--- config.mk ---
export PLATFORM = sky130hd
export DESIGN_NAME = pipe_stage_reg
export DESIGN_NICKNAME = d
export VERILOG_FILES = /design/src/rtl/pipe_pkg.sv /design/src/rtl/pipe_skid_buf.sv /design/src/rtl/pipe_stage_reg.sv
export SDC_FILE = /design/constraint.sdc
export NUM_CORES = 1
export LEC_CHECK = 0
export ABC_AREA = 1
export BUFFER_PORTS_ARGS = -buffer_cell sky130_fd_sc_hd__buf_4
export CAP_MARGIN = 20
export CORE_MARGIN = 2
export CORE_UTILIZATION = 30
export DETAILED_ROUTE_END_ITERATION = 10
export PLACE_DENSITY = 0.6
export SYNTH_ARGS = -nofsm -noshare
export SYNTH_HDL_FRONTEND = slang
export SYNTH_HIERARCHICAL = 1
export SYNTH_SLANG_ARGS = --single-unit
--- constraint.sdc ---
create_clock -name i_clk -period 2.22 [get_ports i_clk]
set_input_delay 0.111 -clock i_clk [delete_from_list [all_inputs] [get_ports i_clk]]
set_output_delay 0.111 -clock i_clk [all_outputs]
set_load 0.01 [all_outputs]
--- src/rtl/pipe_pkg.sv ---
// Shared types for the pipeline stage register: occupancy states
// and default bundle widths.
package pipe_pkg;

  localparam int unsigned DATA_W_DEF = 96;
  localparam int unsigned CTRL_W_DEF = 8;
  localparam int unsigned CNT_W_DEF  = 16;

  typedef enum logic [1:0] {
    EMPTY = 2'd0,
    BUSY  = 2'd1,
    FULL  = 2'd2
  } occ_e;

endpackage

--- src/rtl/pipe_skid_buf.sv ---
// Skid entry for pipe_stage_reg: holds the newer entry while the main
// register is stalled, and owns the registered upstream-ready flop.
// Ports: i_clk, i_reset, i_flush, i_state/i_state_nxt (occupancy),
//        i_up_fire/i_dn_fire (handshakes), i_data/i_ctrl (incoming),
//        o_data/o_ctrl (skid entry), o_up_ready (flop, state != FULL).
module pipe_skid_buf
  import pipe_pkg::*;
#(
  parameter int unsigned DATA_W = DATA_W_DEF,
  parameter int unsigned CTRL_W = CTRL_W_DEF
) (
  input  logic              i_clk,
  input  logic              i_reset,
  input  logic              i_flush,
  input  occ_e              i_state,
  input  occ_e              i_state_nxt,
  input  logic              i_up_fire,
  input  logic              i_dn_fire,
  input  logic [DATA_W-1:0] i_data,
  input  logic [CTRL_W-1:0] i_ctrl,
  output logic [DATA_W-1:0] o_data,
  output logic [CTRL_W-1:0] o_ctrl,
  output logic              o_up_ready
);

  logic [DATA_W-1:0] data_q;
  logic [CTRL_W-1:0] ctrl_q;
  logic              rdy_q;
  logic              push;
  logic              pop;

  // New entry parks here only when main is held and not draining.
  assign push = (i_state == BUSY) && i_up_fire
             && !i_dn_fire && !i_flush;
  assign pop  = (i_state == FULL) && i_dn_fire;

  always_ff @(posedge i_clk) begin
    if (i_reset) begin
      data_q <= '0;
      ctrl_q <= '0;
    end else if (push) begin
      data_q <= i_data;
      ctrl_q <= i_ctrl;
    end else if (i_flush || pop) begin
      ctrl_q <= '0;
    end
  end

  // Ready is looked up from the next state, so it has no path
  // from i_dn_ready this cycle.
  always_ff @(posedge i_clk) begin
    if (i_reset) rdy_q <= 1'b1;
    else         rdy_q <= (i_state_nxt != FULL);
  end

  assign o_data     = data_q;
  assign o_ctrl     = ctrl_q;
  assign o_up_ready = rdy_q;

endmodule

--- src/rtl/pipe_stage_reg.sv ---
// Valid/ready pipeline stage register with optional skid entry
// (PIPE_STAGE_REG_SKID_EN) and a saturating back-pressure counter.
// Ports: i_clk, i_reset (sync, high), i_valid/o_up_ready/i_data/i_ctrl
//        upstream, o_valid/i_dn_ready/o_data/o_ctrl downstream,
//        i_flush, o_occupancy (0..2), o_stall_cnt.
module pipe_stage_reg
  import pipe_pkg::*;
#(
  parameter int unsigned DATA_W = DATA_W_DEF,
  parameter int unsigned CTRL_W = CTRL_W_DEF,
  parameter int unsigned CNT_W  = CNT_W_DEF
) (
  input  logic              i_clk,
  input  logic              i_reset,
  input  logic              i_valid,
  output logic              o_up_ready,
  input  logic [DATA_W-1:0] i_data,
  input  logic [CTRL_W-1:0] i_ctrl,
  input  logic              i_flush,
  output logic              o_valid,
  input  logic              i_dn_ready,
  output logic [DATA_W-1:0] o_data,
  output logic [CTRL_W-1:0] o_ctrl,
  output logic [1:0]        o_occupancy,
  output logic [CNT_W-1:0]  o_stall_cnt
);

  occ_e              state_q;
  occ_e              state_d;
  logic [DATA_W-1:0] data_q;
  logic [CTRL_W-1:0] ctrl_q;
  logic [CNT_W-1:0]  cnt_q;
  logic              vld;
  logic              up_rdy;
  logic              up_fire;
  logic              dn_fire;
  logic              ld_in;

  assign vld     = (state_q != EMPTY) && !i_reset;
  assign up_fire = i_valid && up_rdy;
  assign dn_fire = vld && i_dn_ready;

  // Incoming entry goes straight to main when main is free now.
  assign ld_in = up_fire && !i_flush
              && ((state_q == EMPTY) || dn_fire);

`ifdef PIPE_STAGE_REG_SKID_EN
  logic [DATA_W-1:0] skid_data;
  logic [CTRL_W-1:0] skid_ctrl;
  logic              rdy_q;
  logic              ld_skid;

  pipe_skid_buf #(
    .DATA_W (DATA_W),
    .CTRL_W (CTRL_W)
  ) u_skid (
    .i_clk       (i_clk),
    .i_reset     (i_reset),
    .i_flush     (i_flush),
    .i_state     (state_q),
    .i_state_nxt (state_d),
    .i_up_fire   (up_fire),
    .i_dn_fire   (dn_fire),
    .i_data      (i_data),
    .i_ctrl      (i_ctrl),
    .o_data      (skid_data),
    .o_ctrl      (skid_ctrl),
    .o_up_ready  (rdy_q)
  );

  assign up_rdy  = rdy_q && !i_reset;
  assign ld_skid = (state_q == FULL) && dn_fire && !i_flush;
`else
  assign up_rdy = !i_reset && (!vld || i_dn_ready);
`endif

  always_comb begin
    state_d = state_q;
    unique case (state_q)
      EMPTY: begin
        if (up_fire) state_d = BUSY;
      end
      BUSY: begin
        if (!up_fire && dn_fire) state_d = EMPTY;
`ifdef PIPE_STAGE_REG_SKID_EN
        else if (up_fire && !dn_fire) state_d = FULL;
`endif
      end
      FULL: begin
        if (dn_fire) state_d = BUSY;
      end
      default: state_d = EMPTY;
    endcase
    if (i_flush) state_d = EMPTY;
  end

  always_ff @(posedge i_clk) begin
    if (i_reset) state_q <= EMPTY;
    else         state_q <= state_d;
  end

  always_ff @(posedge i_clk) begin
    if (i_reset) begin
      data_q <= '0;
      ctrl_q <= '0;
    end else if (i_flush) begin
      ctrl_q <= '0;
    end else if (ld_in) begin
      data_q <= i_data;
      ctrl_q <= i_ctrl;
`ifdef PIPE_STAGE_REG_SKID_EN
    end else if (ld_skid) begin
      data_q <= skid_data;
      ctrl_q <= skid_ctrl;
`endif
    end else if (dn_fire) begin
      ctrl_q <= '0;
    end
  end

  always_ff @(posedge i_clk) begin
    if (i_reset) begin
      cnt_q <= '0;
    end else if (vld && !i_dn_ready && (cnt_q != '1)) begin
      cnt_q <= cnt_q + 1'b1;
    end
  end

  assign o_up_ready  = up_rdy;
  assign o_valid     = vld;
  assign o_data      = i_reset ? '0 : data_q;
  assign o_ctrl      = vld ? ctrl_q : '0;
  assign o_occupancy = i_reset ? 2'd0 : state_q;
  assign o_stall_cnt = i_reset ? '0 : cnt_q;

endmodule

== After elaboration in Yosys (flattened, before gate mapping) ==
Cells that the tools add are included.

* Bits in registers: 122
* Latch bits: 0
* Memory bits (writable): 0
* ROM bits: 0
* Output and inout port bits: 124
* Word-level logic and storage cells: 44
* Memories: 0

* Add/subtract/negate cells: 1
* $mul: 0
* Div/mod/pow operators: 0
* Magnitude comparators: 0
* Equal/unequal tests: 6
* Shift-type cells: 0
* Mux-type cells: 10
* Bitwise operators: 1
* Reduce and logical (&&, ||, !) cells: 22

{| class="wikitable"
|+ Operators with widths
! operator !! count
|-
| $mux W96 || 1
|-
| $mux W8 || 3
|-
| $add A16 B1 Y16 const B || 1
|-
| $mux W16 || 1
|-
| $ne A16 B16 Y1 const B || 1
|-
| $logic_and A1 B1 Y1 || 9
|-
| $mux W2 || 4
|-
| $ne A2 B2 Y1 const B || 3
|-
| $pmux W2 S3 || 1
|-
| $logic_not A1 Y1 || 5
|-
| $reduce_bool A2 Y1 || 2
|-
| $reduce_and A3 Y1 || 1
|-
| $eq A2 B1 Y1 const B || 1
|-
| $eq A2 B2 Y1 const B || 1
|-
| $logic_not A2 Y1 || 1
|-
| $logic_or A1 B1 Y1 || 2
|-
| $reduce_and A2 Y1 || 1
|-
| $reduce_or A2 Y1 || 1
|-
| $not A1 Y1 || 1
|}

== Logic depth before layout (Yosys ltp) ==
* Depth after elaboration: 10
* Gate-level depth with buffers: 10
* Depth with buffers taken out: 9

== Least setup slack after synthesis ==
OpenSTA, ideal clock, no wires.

* Kind: register to register
* From: reg cnt_q[0]
* To: reg cnt_q[0]
* Setup time: 116 ps
* Arrival: 1423 ps
* Data required time: 2104 ps
* Setup slack: 681 ps
* Stages on the path, launching flop included: 10
* Cells stage by stage: dfxtp_1 > ha_1 > nand2_1 > nor2_2 > nand2_1 > nor2_1 > nor2_4 > buf_6 > nor2_1 > nor2_1

* Longest elaborated chain between the ends: 2
* Elaborated cells between the ends (all ways): 3
* Those cells by class: 1 x add/sub; 1 x eq/ne; 1 x reduce/logical

{| class="wikitable"
|+ Ends and longest elaborated chain
! what !! line !! RTL
|-
| from (decl) || pipe_stage_reg.sv:32 || <nowiki>logic [CNT_W-1:0] cnt_q;</nowiki>
|-
| from (signal assigned) || pipe_stage_reg.sv:125 || <nowiki>cnt_q <= cnt_q + 1'b1;</nowiki>
|-
| parallel branches: the longest is 2 deep, another holds $add A16 B1 Y16 || n/a ||
|}

Several ways; the timed one is not identified.
A chain may end at the register's enable or synchronous reset.

== Worst setup path after layout ==
* From: in i_flush
* To: reg data_q[80]

* Longest elaborated chain between the ends: 4
* Elaborated cells between the ends (all ways): 5
* Those cells by class: 1 x bitwise; 4 x reduce/logical

{| class="wikitable"
|+ Ends and longest elaborated chain
! what !! line !! RTL
|-
| from (decl) || pipe_stage_reg.sv:19 || <nowiki>input logic i_flush,</nowiki>
|-
| $logic_not A1 Y1 || pipe_stage_reg.sv:44 || <nowiki>assign ld_in = up_fire && !i_flush</nowiki>
|-
| $logic_and A1 B1 Y1 || pipe_stage_reg.sv:44 ||
|-
| $logic_and A1 B1 Y1 || pipe_stage_reg.sv:45 || <nowiki>&& ((state_q == EMPTY) || dn_fire);</nowiki>
|-
| $reduce_and A2 Y1 (no source line) (*) || n/a ||
|-
| to (signal assigned) || pipe_stage_reg.sv:109 || <nowiki>data_q <= i_data;</nowiki>
|-
| to (decl) || pipe_stage_reg.sv:30 || <nowiki>logic [DATA_W-1:0] data_q;</nowiki>
|}

Mark *: on every way between the ends. The rest lies on a longest branch, timed or not.

==> impl_results.md <==
* Status: finished, final reports clean
* Worst Path Required at 2.51 ns
* Clock power share at 0.483
* Final setup violation count at 0
* Layout cells sized above 1 at 0.256
* Hold WS at 0.0713 ns
* Worst slew margin at 0.631
* CTS buffer count at 17
* Mapped Nets at 869
* H-tree depth at 4
* Average size of a mapped cell at 7.12 sq um
* Yosys Warn Count at 6
* Post-route cell area at 8820 sq um
* Top cell type's share of synthesized area at 0.448
* Worst slack, placed at 0.483 ns
* VDD IR max at 0.000496 V
* Overall power at 5.89 mW
* Starting Density at 0.303
* Die Width at 138 um
* Cell Int Power at 4.55 mW
* Sequential power share at 0.389
* Drt initial violations at 160
* Layout Cells excl Fill at 1311
* Largest net degree at the start of global routing at 123
* Final WL at 15900 um
* Ant. Diodes at 0
* Via count at 5677
* Global route overflow at 0
* Routed length per instance at 12.1 um
* Placed Area at 7160 sq um
* Placed cells at 1175
* RSZ-0062 raised after global routing: no
* Crit. End Element: flip-flop
* Post-CTS Resized at 0
* CTS Sinks at 121
* Synth Register Bits at 121
* P_sw at 1.34 mW
* Clock Latency Late Sink at 0.41 ns
* Final setup skew at 0.0105 ns
* CTS Buffer Depth at 2
* Synth async-reset ratio at 0
* Synthesis-to-finish area growth at 63.2%
* Initial antenna violation count at 0
* Chip Height at 138 um
* IO Port Bufs at 231
* Lkg Pwr at 3.86 nW
* # fillers at 1734
* Setup Buffers After CTS at 0
* Pins Over Slew Limit at 0
* Hold WC Path Type: in2reg
* TritonRoute pass-1 iters at 4
* Fmax at 0.521 GHz
* Core Rows at 49
* PwrDens at 667 nW/um^2
* Clock Pin Slew Worst Setup and Hold Paths at 0.06 ns
* Core area at 17800 sq um
* Synth top cells by count: nor2_1 (143), inv_1 (126), dfxtp_1 (121)
* Total track usage at 0.163
* Switching share of power at 0.227
* MaxCap Viol Count at 0
* Sequential cell area at 2420 sq um
* DP Wirelength at 10000 um
* Mapped Area at 5410 sq um
* Minimum clock period at 1.92 ns
* GP Congestion at 0.753
* Ports at 233
* Worst-Margin Slew at 0.554 ns
* Critical Path AT at 2.21 ns
* Fin crit share at 0.865
* Number of synthesized flops with an enable pin at 0
* Antenna-violating nets left at 0
* Vias in the first global route at 5241
* Setup TNS at 0 ns
* Register area share after synthesis at 0.448
* Synth unique cells at 26
* CTS tree: yes
* Synth Flop Type: dfxtp_1
* Total die area at 19100 sq um
* Root buf cell: clkbuf_16
* Count of hold buffers inserted by post-cts repair at 105
* CP Class: in2reg
* Largest cells by area after synthesis: dfxtp_1 (45%), a21oi_1 (11%), nor2_1 (9.9%), inv_1 (8.8%), o21ai_1 (8.1%)
* Area of the multi-input gates at 2120 sq um
* Final core occ at 0.494
* Logic pwr share at 0.128
* Vias/cell at 4.33
* CP startpoint kind: input pin
* Critical-path maximum fanout at 59
* Nets at 1180
* Endpoints failing hold at 0
* Most frequent cell after synthesis: nor2_1
* DRC Markers at 0
* Setup WS post-layout at 0.300 ns
* Yosys top cell by area: dfxtp_1
* First-pass GRT wire length at 25800 um
* Cell count after synthesis at 759
layout by cell type (no fill, tap or decap):
| cell type | instances |
|---|---|
| dfxtp_1 | 121 |
| ha_1 | 1 |
| nor2_8 | 1 |
| clkbuf_8 | 4 |
| nor2_4 | 2 |
| buf_12 | 4 |
| inv_2 | 2 |
| nand2_8 | 1 |
| xor2_1 | 5 |
| clkinvlp_4 | 2 |
| conb_1 | 1 |
| o21ai_0 | 12 |
| clkbuf_16 | 17 |
| o22ai_1 | 1 |
| nor2_1 | 143 |
| a21oi_1 | 116 |
| clkinv_2 | 3 |
| clkbuf_1 | 3 |
| nand2_4 | 1 |
| nor2_2 | 1 |
| o21ai_1 | 87 |
| inv_1 | 126 |
| dlygate4sd3_1 | 105 |
| buf_4 | 236 |
| bufinv_16 | 3 |
| nand3_1 | 21 |
| nand2_1 | 56 |
| nor3_1 | 1 |
| nand4_1 | 4 |
| nor3b_1 | 1 |
| or2_1 | 1 |
power by group through the flow:
| stage | sequential (mW) | combinational (mW) | clock [mW] |
|---|---|---|---|
| detailed placement | 2.34 | 0.599 | 0 |
| global route | 2.30 | 0.828 | 3.03 |
| CTS | 2.29 | 0.753 | 2.92 |
| global placement | 2.34 | 0.594 | 0 |
| finish | 2.29 | 0.753 | 2.84 |
| floorplan | 2.33 | 0.328 | 0 |
critical path, cell delays in order:
cell	delay [ns]
dlygate4sd3_1	0.55
buf_4	0.14
or2_1	0.36
nor2_4	0.19
nand2_8	0.23
buf_4	0.31
o21ai_1	0.19
a21oi_1	0.07
state kept, by name (all words and copies together) (netlist names):
signal	flops
ctrl_q	8
data_q	96
state_q	1
cnt_q	16
final timing paths:
path              startpoint          to  slack, ns  depth (start not counted)
setup reg to reg    cnt_q[0]   cnt_q[10]       0.46                          8
hold reg to reg   data_q[41]  data_q[41]       0.45                          2
hold / removal       i_reset   cnt_q[14]       0.07                          4
setup / recovery     i_flush  data_q[80]       0.30                          8
layout make-up:
| type | instances | area share |
|---|---|---|
| repair buffers | 345 | 0.329 |
| flip-flops and latches | 121 | 0.275 |
| multi-input cells | 456 | 0.240 |
| clock buffers | 24 | 0.0557 |
| inverters | 129 | 0.0550 |
| well taps | 229 | 0.0325 |
| clock inverters | 7 | 0.0130 |
logic make-up (layout without fill, tap and decap cells):
group / after synthesis / in the layout / share of synthesized area
compound gates: 216 / 216 / 0.200
xor+xnor: 5 / 5 / 0.00810
fa+ha+maj: 1 / 1 / 0.00231
buf+inv: 182 / 505 / 0.162
flops: 121 / 121 / 0.448
other cells: 1 / 1 / 0.000694
simple gates: 233 / 233 / 0.179
metal layers:
metal / vias up / GRT usage / share of wire
met5: - / 0 / 0
met4: 0 / 0.0661 / 0.022
met3: 25 / 0.0551 / 0.056
met2: 154 / 0.260 / 0.47
met1: 2496 / 0.203 / 0.45
li1: 3002 / - / -
Power figures use the tool's default switching activity.
